File: config.mk
export PLATFORM = sky130hd
export DESIGN_NAME = delay_prog_mfic
export DESIGN_NICKNAME = d
export VERILOG_FILES = /design/src/rtl/delay_mfic_pkg.sv /design/src/rtl/delay_mfic_ram.sv /design/src/rtl/delay_prog_mfic.sv
export SDC_FILE = /design/constraint.sdc
export NUM_CORES = 1
export LEC_CHECK = 0
export ABC_AREA = 1
export BUFFER_PORTS_ARGS = -buffer_cell sky130_fd_sc_hd__buf_4
export CAP_MARGIN = 15
export CORE_ASPECT_RATIO = 1.1
export CORE_UTILIZATION = 45
export DETAILED_ROUTE_END_ITERATION = 7
export PLACE_DENSITY = 0.65
export SETUP_SLACK_MARGIN = 0.2
export SLEW_MARGIN = 20
export SYNTH_ARGS = -nofsm -noshare
export SYNTH_HDL_FRONTEND = slang
export SYNTH_SLANG_ARGS = --single-unit
File: constraint.sdc
create_clock -name clk -period 2.37 [get_ports clk]
set_input_delay 0.1185 -clock clk [delete_from_list [all_inputs] [get_ports clk]]
set_output_delay 0.1185 -clock clk [all_outputs]
set_load 0.02 [all_outputs]
File: src/rtl/delay_mfic_pkg.sv
// rtl/delay_mfic_pkg.sv - shared helpers for the programmable delay line
package delay_mfic_pkg;

  function automatic int unsigned dw_of(input int unsigned dmax);
    return $clog2(dmax + 1);
  endfunction

  function automatic int unsigned clamp_delay(input int unsigned d, input int unsigned dmax);
    if (d == 0) return 1;
    if (d > dmax) return dmax;
    return d;
  endfunction

  // (p - d) mod dmax for p < dmax and 1 <= d <= dmax; works for any dmax
  function automatic int unsigned ptr_sub(input int unsigned p, input int unsigned d,
                                          input int unsigned dmax);
    return (p >= d) ? p - d : p + dmax - d;
  endfunction

endpackage

File: src/rtl/delay_mfic_ram.sv
// rtl/delay_mfic_ram.sv - simple dual-port sample buffer, synchronous read-before-write, no reset
module delay_mfic_ram #(
  parameter int DATA_W = 16,
  parameter int DEPTH  = 16,
  parameter int AW     = 4
) (
  input  logic              clk,
  input  logic              we_i,
  input  logic [AW-1:0]     waddr_i,
  input  logic [DATA_W-1:0] wdata_i,
  input  logic              re_i,
  input  logic [AW-1:0]     raddr_i,
  output logic [DATA_W-1:0] rdata_o
);

  logic [DATA_W-1:0] mem_q [DEPTH];
  logic [DATA_W-1:0] rdata_q;

  // Same-edge read and write: the read returns the old word
  always_ff @(posedge clk) begin
    if (re_i) rdata_q <= mem_q[raddr_i];
    if (we_i) mem_q[waddr_i] <= wdata_i;
  end

  assign rdata_o = rdata_q;

endmodule

File: src/rtl/delay_prog_mfic.sv
// rtl/delay_prog_mfic.sv - runtime-programmable multichannel strobe-driven delay line
// DLY_ZERO_FILL_EN: emit zero samples with dout_valid while the buffer is not yet filled
module delay_prog_mfic
  import delay_mfic_pkg::*;
#(
  parameter int  W         = 16,
  parameter int  CH        = 1,
  parameter int  DMAX      = 16,
  parameter int  DEF_DELAY = 10,
  localparam int DW        = dw_of(DMAX)
) (
  input  logic            clk,
  input  logic            reset,
  input  logic            din_valid,
  input  logic [CH*W-1:0] din,
  input  logic [DW-1:0]   delay,
  input  logic            delay_ld,
  output logic [CH*W-1:0] dout,
  output logic            dout_valid
);

  localparam int AW     = (DMAX > 1) ? $clog2(DMAX) : 1;
  localparam int DATA_W = CH * W;

  logic [AW-1:0]     wr_ptr_q, wr_ptr_d, rd_addr;
  logic [DW-1:0]     delay_q, delay_d, fill_q, fill_d;
  logic              valid_q, valid_d, has_data_q, has_data_d, zero_q, zero_d;
  logic              filled, rd_en;
  logic [DATA_W-1:0] rd_data;

  assign filled  = (fill_q >= delay_q);
  assign rd_addr = AW'(ptr_sub(32'(wr_ptr_q), 32'(delay_q), unsigned'(DMAX)));

`ifdef DLY_ZERO_FILL_EN
  assign rd_en = din_valid;
`else
  assign rd_en = din_valid & filled;
`endif

  always_comb begin
    wr_ptr_d   = wr_ptr_q;
    fill_d     = fill_q;
    delay_d    = delay_q;
    valid_d    = 1'b0;
    has_data_d = has_data_q;
    zero_d     = zero_q;
    if (din_valid) begin
      wr_ptr_d = (wr_ptr_q == AW'(DMAX - 1)) ? '0 : wr_ptr_q + 1'b1;
      if (fill_q != DW'(DMAX)) fill_d = fill_q + 1'b1;
      if (filled) begin
        valid_d    = 1'b1;
        has_data_d = 1'b1;
        zero_d     = 1'b0;
      end else begin
`ifdef DLY_ZERO_FILL_EN
        valid_d = 1'b1;
        zero_d  = 1'b1;
`else
        valid_d = 1'b0;
`endif
      end
    end
    // A strobe in the load cycle has already used the old delay above
    if (delay_ld) delay_d = DW'(clamp_delay(32'(delay), unsigned'(DMAX)));
  end

  always_ff @(posedge clk or posedge reset) begin
    if (reset) begin
      wr_ptr_q   <= '0;
      fill_q     <= '0;
      delay_q    <= DW'(DEF_DELAY);
      valid_q    <= 1'b0;
      has_data_q <= 1'b0;
      zero_q     <= 1'b0;
    end else begin
      wr_ptr_q   <= wr_ptr_d;
      fill_q     <= fill_d;
      delay_q    <= delay_d;
      valid_q    <= valid_d;
      has_data_q <= has_data_d;
      zero_q     <= zero_d;
    end
  end

  delay_mfic_ram #(
    .DATA_W (DATA_W),
    .DEPTH  (DMAX),
    .AW     (AW)
  ) u_ram (
    .clk     (clk),
    .we_i    (din_valid),
    .waddr_i (wr_ptr_q),
    .wdata_i (din),
    .re_i    (rd_en),
    .raddr_i (rd_addr),
    .rdata_o (rd_data)
  );

  // The RAM word is uninitialised until the first genuine read, so gate it
  assign dout       = (has_data_q && !zero_q) ? rd_data : '0;
  assign dout_valid = valid_q;

endmodule
==> results of run 1 <==
## area by class of cell
type	count	area share
Multi-Input combinational cell	700	0.207
Clock buffer	38	0.0513
Inverter	299	0.0720
Tap cell	363	0.0290
Clock inverter	13	0.00680
Sequential cell	288	0.548
Timing Repair Buffer	124	0.0863
## report_power, final
part / leakage, nW / switching, mW / internal, mW / total (mW)
logic: 4.18 / 5.84 / 3.40 / 9.24
clock network: 0.433 / 1.89 / 2.49 / 4.38
registers: 2.65 / 0.308 / 6.40 / 6.71
## sequential cells by signal, summed over array words and instances, names as in the netlist
name           cells
has_data_q         1
delay_q            5
wr_ptr_q           4
dout_valid         1
fill_q             5
u_ram.mem_q      256
u_ram.rdata_o     16
## per-stage QoR
step                       util  setup WS [ps]
after floorplan               -            304
after global placement    0.501            118
after detailed placement  0.501           78.1
after CTS                 0.553            148
after global routing      0.557           56.9
final                     0.557            136
## routing by layer
| layer | vias to the layer above | routed length (um) |
|---|---|---|
| met5 | - | 22 |
| met4 | 4 | 1070 |
| met3 | 73 | 2290 |
| met2 | 299 | 15500 |
| met1 | 4323 | 13500 |
| li1 | 4353 | - |
## worst paths after layout
check / startpoint / end / slack, ps / depth (start not counted)
min: reset / fill_q[2]$_DFFE_PP0P_ / 210 / 3
min reg2reg: fill_q[4]$_DFFE_PP0P_ / fill_q[4]$_DFFE_PP0P_ / 520 / 1
max in group asynchronous: reset / wr_ptr_q[3]$_DFFE_PP0P_ / 1760 / 3
max: delay_q[0]$_DFFE_PP0P_ / u_ram.rdata_o[12]$_DFFE_PP_ / 140 / 12
max reg2reg: delay_q[0]$_DFFE_PP0P_ / u_ram.rdata_o[12]$_DFFE_PP_ / 140 / 12
min in group clk: delay[3] / delay_q[3]$_DFFE_PP1P_ / 410 / 4
## worst reg2reg max path, cell delays in order (launching register included)
cell and delay [ps]:
dfrtp_1 420, ha_4 180, inv_2 60, fa_2 480, buf_6 170, buf_12 130
clkbuf_16 170, nand3_1 90, nand2_1 50, nand2_1 70, nand2_1 50, nand2_1 50
nand2_1 60
## cell families after synthesis
group,Yosys count,share of synthesized area
compound gates,13,0.00557
flops,288,0.658
xor+xnor,8,0.00884
buf+inv,352,0.107
fa+ha+maj,15,0.0150
simple gates,664,0.206
## cells in the final DEF (no fill, tap or decap), types with 2 or more instances in the layout
master           n
nor2_2          16
clkbuf_1         7
nand2_2          5
edfxtp_1       272
o22ai_1          3
dfstp_2          2
nand3_2         17
ha_1            13
nand4_1          2
buf_12          18
dfrtp_1         14
clkbuf_16       33
a21oi_1          4
buf_4           70
nand2_1        499
nand3_1        118
clkinv_1         4
inv_1          293
clkinv_2         3
buf_16           4
inv_2            4
buf_6            3
xnor2_1          4
o21ai_0          4
dlygate4sd3_1   27
xnor2_4          2
nor2_1           5
clkinv_4         2
clkinvlp_4       3
## timing repair
item / in CTS / in global routing
cloned: 4 / 2
pin swaps: 14 / 2
setup buffers: 7 / 1
hold buffers: 27 / 0
endpoints found under the setup margin: 16 / 28
gates resized for setup: 26 / 11
hold endpoints to repair: 284 / 0
==> impl_metrics.tcl, run 1 <==
set metrics [dict create \
    synth.avg_cell_area_um2 9.72 \
    dp.cells 1733 \
    p_leak_nw 7.26 \
    wl_mm 32.4 \
    cts_tree "yes" \
    cts.sinks 288 \
    yosys_warnings 0 \
    portBuffers 41 \
    top_usage_layer "met2" \
    cp_common_cell "nand2_1" \
    area_growth_pct 20.1 \
    cap_violations 0 \
    grt_pass1_vias 8876 \
    use_met1 0.292 \
    cellPowerDensity_mw_per_mm2 1300 \
    n_antenna_cell 0 \
    overflow 0 \
    synth_top_area_share 0.627 \
    worst_setup_path_end_kind "flip-flop" \
    finalCritPeriodShare 0.943 \
    async_reset_ff_frac 0.0556 \
    critPathSlowestCell "fa_2" \
    track_usage 0.222 \
    cts.reportedPaths.clkPinSlew_ps 60 \
    synth_edf_count 272 \
    core_area_mm2 0.0281 \
    drtIter0Drc 699 \
    num_rows 64 \
    synth_nets 1380 \
    dieArea_mm2 0.0296 \
    rsz0062_at_grt "yes" \
    syn_area_mm2 0.0130 \
    synth-seq-area-share 0.658 \
    wl_per_cell_um 17.8 \
    crit_path_max_fanout 7 \
    vias 9052 \
    synth-seq-cells 288 \
    fill_cells 2353 \
    placed_area_mm2 0.0141 \
    tightest_slew_ps 621 \
    die_h_um 180 \
    status "finished, final reports clean" \
    stdcell_count 1825 \
    cp.arrival_ps 2530 \
    seq_area_mm2 0.00857 \
    max_freq_mhz 448 \
    worstPathCellList "ha_4 -> inv_2 -> fa_2 -> buf_6 -> buf_12 -> clkbuf_16 -> nand3_1 -> nand2_1 -> nand2_1 -> nand2_1 -> nand2_1 -> nand2_1" \
    drive_gt1_frac 0.130 \
    peakVddDrop_uv 1010 \
    root_buffer "clkbuf_16" \
    grt_max_degree 61 \
    required_ps 2670 \
    synth_most_common_cell "nand2_1" \
    clkLatencyLatePin_ps 550 \
    initial_utilization 0.464 \
    viasPerCell 4.96 \
    cts_buffer_depth 3 \
    synthTopCellsByArea "edfxtp_1 (63%), nand2_1 (14%), inv_1 (8.6%)" \
    globalplace.congestion 0.791 \
    multi_input_area_mm2 0.00323 \
    die_w_um 164 \
    drc 0 \
    max_stage_delay_ps 480 \
    final.min_clock_period_ps 2230 \
    antenna_found_initial 2 \
    worst-setup-path-type "flip-flop to flip-flop" \
    hold_class "input pin to asynchronous set/reset pin" \
    ios 42 \
    ys_top_cells_by_count "nand2_1 (503), inv_1 (298), edfxtp_1 (272)" \
    grt_pass1_wl_mm 49.2 \
    total_power_mw 20.3 \
    crit_family "adder cells" \
    crit_buf_inv 4 \
    hold_violations 0 \
    setup_tns_ps 0 \
    tritoncts.num_buffers 30 \
    hold_slack_ps 211 \
    ant_nets 0 \
    fin_area_mm2 0.0156 \
    finalNetCount 1483 \
    yosysUniqueCellTypes 28 \
    hpwl_mm 18.4 \
    drv_slew 0 \
    skew_ps 15.8 \
    synthFlopType "edfxtp_1" \
    h-tree-depth 1 \
    maxSlewHeadroom 0.585 \
    grt_use_met3 0.0361 \
    syn_inst 1340 \
    first_pass_iters 8 \
    grt_util_met2 0.367 \
    final-setup-viol-count 0 \
    synth_top_cell_by_area "edfxtp_1" \
    start_kind "flip-flop" \
]
(Power assumes the default switching activity.)
==> inputs of run 2 (changes only) <==
CORE_UTILIZATION = 30   (was 45)
PLACE_DENSITY = 0.48   (was 0.65)
==> run 2 against run 1 <==
Setup slack improved by 25 ps. Flip-flop and latch count did not move. Combinational power rose by 3.1%. Highest routed layer unchanged. Global-route usage fell by 6.5 points. Hold slack got worse by 180 ps. Die area rose by 49%. Largest cell class unchanged. Maximum frequency rose by 1.1%.
==> impl_metrics.tcl, run 2 (synthesis gave the netlist of run 1 again) <==
set metrics [dict create \
    cp_common_cell "nand2_1" \
    post-place-ws_ps 138 \
    grt_use_met3 0.0208 \
    wl_mm 35.1 \
    wl_per_cell_um 17.2 \
    num_rows 79 \
    drive_gt1_frac 0.148 \
    regMostFlops "u_ram.mem_q" \
    crit_path_max_fanout 10 \
    final-setup-viol-count 0 \
    status "finished, final reports clean" \
    cts.reportedPaths.clkPinSlew_ps 60 \
    required_ps 2690 \
    maxSlewHeadroom 0.517 \
    track_usage 0.156 \
    start_kind "flip-flop" \
    cts_buffer_depth 3 \
    skew_ps 9.91 \
    max_stage_delay_ps 590 \
    hold_class "input pin to flip-flop" \
    h-tree-depth 1 \
    clkLatencyLatePin_ps 570 \
    worstPathCellList "inv_2 -> ha_4 -> inv_2 -> fa_2 -> buf_12 -> inv_16 -> clkbuf_16 -> nand3_1 -> nand2_1 -> nand2_1 -> nand2_1 -> nand2_1 -> nand2_1" \
    initial_utilization 0.306 \
    finalNetCount 1492 \
    layout_setup_ws_ps 161 \
    drtIter0Drc 510 \
    top_usage_layer "met2" \
    cap_violations 0 \
    hold_violations 0 \
    layout_common_cells "nand2_1 (491), inv_1 (294), edfxtp_1 (272)" \
    portBuffers 41 \
    p_leak_nw 7.40 \
    drc 0 \
    die_h_um 221 \
    core_area_mm2 0.0426 \
    use_met1 0.195 \
    worst_setup_path_end_kind "flip-flop" \
    n_antenna_cell 0 \
    dp.cells 1947 \
    overflow 0 \
    critPathSlowestCell "fa_2" \
    globalplace.congestion 0.770 \
    hpwl_mm 20.6 \
    die_w_um 201 \
    grt_pass1_wl_mm 52.1 \
    grt_max_degree 71 \
    root_buffer "clkbuf_16" \
    cellPowerDensity_mw_per_mm2 1320 \
    final.min_clock_period_ps 2210 \
    max_freq_mhz 453 \
    cp.arrival_ps 2530 \
    rsz0062_at_grt "yes" \
    dieArea_mm2 0.0443 \
    cts.sinks 288 \
    viasPerCell 4.26 \
    fill_cells 4214 \
    cts_tree "yes" \
    stdcell_count 2043 \
    tightest_slew_ps 724 \
    grt_pass1_vias 8554 \
    worst-setup-path-type "flip-flop to flip-flop" \
    tritoncts.num_buffers 31 \
    largest_register_ffs 256 \
    grt_util_met2 0.278 \
    setup_tns_ps 0 \
    vias 8693 \
    ios 42 \
    finalCritPeriodShare 0.932 \
    first_pass_iters 4 \
    area_growth_pct 23.5 \
    antenna_found_initial 2 \
    ant_nets 0 \
    drv_slew 0 \
    mostFrequentLayoutCell "nand2_1" \
    peakVddDrop_uv 1210 \
]
run 2: cell count changes in the layout (fill, tap and decap cells not counted), moves of 6 or more:
cell,before,now
buf_4,70,86
buf_12,18,10
nand2_1,499,491
nand2_2,5,13
nand3_2,17,23
run 2: through the flow:
step	hold slack, ps	util	cell area, um2	total power, mW
floorplan	30.8	-	13000	12.0
global route	55.1	0.378	16100	22.7
global placement	266	0.336	14300	15.1
detailed placement	281	0.336	14300	15.1
CTS	8.75	0.369	15700	20.5
finish	29.0	0.378	16100	21.3
run 2: layout make-up:
type | instances | area, um2 | area share
inverters | 299 | 1140 | 0.0709
flip-flops and latches | 288 | 8570 | 0.533
multi-input cells | 700 | 3280 | 0.204
clock inverters | 22 | 235 | 0.0146
clock buffers | 35 | 791 | 0.0491
well taps | 567 | 709 | 0.0441
repair buffers | 132 | 1370 | 0.0851
run 2: report_power, final:
part | switching (mW) | internal [mW] | leakage, nW
registers | 0.403 | 6.41 | 2.65
logic | 5.95 | 3.57 | 4.25
clock network | 2.01 | 2.93 | 0.501
total | 8.36 | 12.9 | 7.40
run 2: worst max-delay path: cells and delay by family (launching register included):
| kind | cells | cell delay, ps |
|---|---|---|
| adders and majority gates | 2 | 720 |
| buffers and inverters | 5 | 490 |
| DFF | 1 | 390 |
| and+or+nand+nor | 6 | 370 |
run 2: routing by layer:
layer  part of all wire  up-vias
met3              0.032       50
met1               0.44     4139
met2               0.50      118
li1                   -     4382
met4              0.030        4
met5            0.00060        -
run 2: final timing paths:
check	from	endpoint	slack, ps	cells past startpoint
worst max-delay path	wr_ptr_q[0]$_DFFE_PP0P_	u_ram.rdata_o[7]$_DFFE_PP_	160	13
worst min-delay path	delay[0]	delay_q[0]$_DFFE_PP0P_	30	3
worst max register to register	wr_ptr_q[0]$_DFFE_PP0P_	u_ram.rdata_o[7]$_DFFE_PP_	160	13
worst min register to register	fill_q[4]$_DFFE_PP0P_	fill_q[4]$_DFFE_PP0P_	500	1
max in group asynchronous	reset	wr_ptr_q[3]$_DFFE_PP0P_	1670	3
min in group asynchronous	reset	delay_q[4]$_DFFE_PP0P_	240	3
run 2: what timing repair did:
action / 4_1_cts / 5_1_grt
gates resized for setup: 16 / 40
endpoints found under the hold margin: 286 / 0
buffers inserted: 2 / 3
hold buffers: 25 / 0
cloned: 2 / 7
pin swaps: 4 / 12
setup endpoints to repair: 12 / 16
==> inputs of run 3 (changes only) <==
SETUP_SLACK_MARGIN = 0.4   (was 0.2)
==> run 3 against run 2 <==
Cell area decreased by 0.25%. Non-clock buffer count increased by 3. Sequential share of layout area increased by 0.13 points. Core utilization decreased by 0.094 points. Cell count unchanged. Register-to-register slack about the same. First-iteration DRC count increased by 8.2%. Die area unchanged. Largest cell class unchanged.
==> impl_metrics.tcl, run 3 (synthesis gave the netlist of run 1 again) <==
set metrics [dict create \
    status "finished, final reports clean" \
    tritoncts.num_buffers 31 \
    viasPerCell 4.36 \
    portBuffers 41 \
    fill_cells 4182 \
    die_w_um 201 \
    grt_pass1_wl_mm 53.3 \
    start_kind "flip-flop" \
    tightest_slew_ps 678 \
    post-place-ws_ps 132 \
    layout_setup_ws_ps 148 \
    use_met1 0.205 \
    cts_buffer_depth 3 \
    drc 0 \
    top_usage_layer "met2" \
    worst-setup-path-type "flip-flop to flip-flop" \
    grt_use_met3 0.0215 \
    peakVddDrop_uv 719 \
    regMostFlops "u_ram.mem_q" \
    cp.arrival_ps 2550 \
    final.min_clock_period_ps 2220 \
    drv_slew 0 \
    hpwl_mm 21.0 \
    layout_common_cells "nand2_1 (494), inv_1 (292), edfxtp_1 (272)" \
    n_antenna_cell 0 \
    track_usage 0.160 \
    ios 42 \
    setup_tns_ps 0 \
    grt_max_degree 59 \
    vias 8906 \
    drtIter0Drc 552 \
    final-setup-viol-count 0 \
    required_ps 2700 \
    hold_violations 0 \
    max_freq_mhz 450 \
    grt_util_met2 0.276 \
    hold_class "input pin to asynchronous set/reset pin" \
    ant_nets 0 \
    cellPowerDensity_mw_per_mm2 1300 \
    crit_path_max_fanout 12 \
    worst_setup_path_end_kind "flip-flop" \
    h-tree-depth 1 \
    p_leak_nw 7.36 \
    die_h_um 221 \
    startpoint "delay_q[1]$_DFFE_PP1P_" \
    finalNetCount 1495 \
    wl_per_cell_um 17.3 \
    core_area_mm2 0.0426 \
    antenna_found_initial 1 \
    cts.reportedPaths.clkPinSlew_ps 60 \
    wl_mm 35.2 \
    reg2reg_from "delay_q[1]$_DFFE_PP1P_" \
    maxSlewHeadroom 0.548 \
    cap_violations 0 \
    cts_tree "yes" \
    dieArea_mm2 0.0443 \
    drive_gt1_frac 0.144 \
    largest_register_ffs 256 \
    initial_utilization 0.306 \
    first_pass_iters 5 \
    area_growth_pct 23.2 \
    clkLatencyLatePin_ps 580 \
    globalplace.congestion 0.801 \
    grt_pass1_vias 8696 \
    num_rows 79 \
    root_buffer "clkbuf_16" \
    overflow 0 \
    cts.sinks 288 \
    skew_ps 20.4 \
    mostFrequentLayoutCell "nand2_1" \
    finalCritPeriodShare 0.938 \
    rsz0062_at_grt "yes" \
]
==> run 3: cell count changes in the layout (fill, tap and decap cells not counted), moves of 2 or more <==
cell           change
buf_12             +3
clkinv_2           -4
bufinv_16          -2
nand3_2            -2
dlygate4sd3_1      +2
inv_1              -2
clkbuf_16          -3
clkinvlp_4         +2
nand2_1            +3
nand2_2            -3
==> run 3: path summary, 6_finish.rpt <==
kind	cells past startpoint	slack, ps	endpoint
worst max-delay path	11	150	u_ram.rdata_o[7]$_DFFE_PP_
worst min-delay path	3	170	delay_q[4]$_DFFE_PP0P_
worst max register to register	11	150	u_ram.rdata_o[7]$_DFFE_PP_
worst min register to register	1	510	fill_q[4]$_DFFE_PP0P_
max in group asynchronous	3	1800	has_data_q$_DFFE_PP0P_
min in group clk	4	350	delay_q[3]$_DFFE_PP1P_
==> run 3: where the power goes <==
group,total [mW],internal (mW),switching (mW)
Combinational,9.48,3.51,5.97
Clock,4.69,2.69,1.99
Sequential,6.72,6.40,0.313
Total,20.9,12.6,8.27
==> run 3: final cells by class <==
cell class,instances,area (um2),share of cell area
repair buffers,135,1410,0.0875
clock inverters,18,165,0.0103
well taps,567,709,0.0442
flip-flops and latches,288,8570,0.534
clock buffers,36,795,0.0495
multi-input cells,700,3270,0.204
inverters,299,1140,0.0710
==> run 3: routing by layer <==
metal	wire (um)	vias up
met5	13	-
met4	1090	2
met3	1370	54
met2	17100	165
met1	15600	4302
li1	-	4383
==> run 3: through the flow <==
step	hold slack (ps)	total power, mW	std cells	util	cell area, um2
6_report	172	20.9	2043	0.377	16100
5_1_grt	237	22.3	2043	0.377	16100
4_1_cts	182	20.4	2036	0.370	15800
3_5_place_dp	241	15.1	1948	0.337	14400
3_3_place_gp	239	15.1	1948	0.337	14400
2_1_floorplan	30.8	12.1	1340	-	13100
==> run 3: repair_timing <==
item,in CTS,in global routing
setup endpoints to repair,30,40
cloned,3,4
hold buffers,27,0
setup buffers,4,3
endpoints found under the hold margin,287,0
pin swaps,0,9
gates resized for setup,20,39
==> run 3: critical path, stage by stage, from the launching register on <==
cell	delay (ps)
dfstp_2	520
inv_2	50
fa_2	590
buf_12	140
inv_12	60
clkbuf_16	180
nand3_1	110
nand2_1	70
nand2_1	50
nand2_1	60
nand2_1	60
nand2_2	60
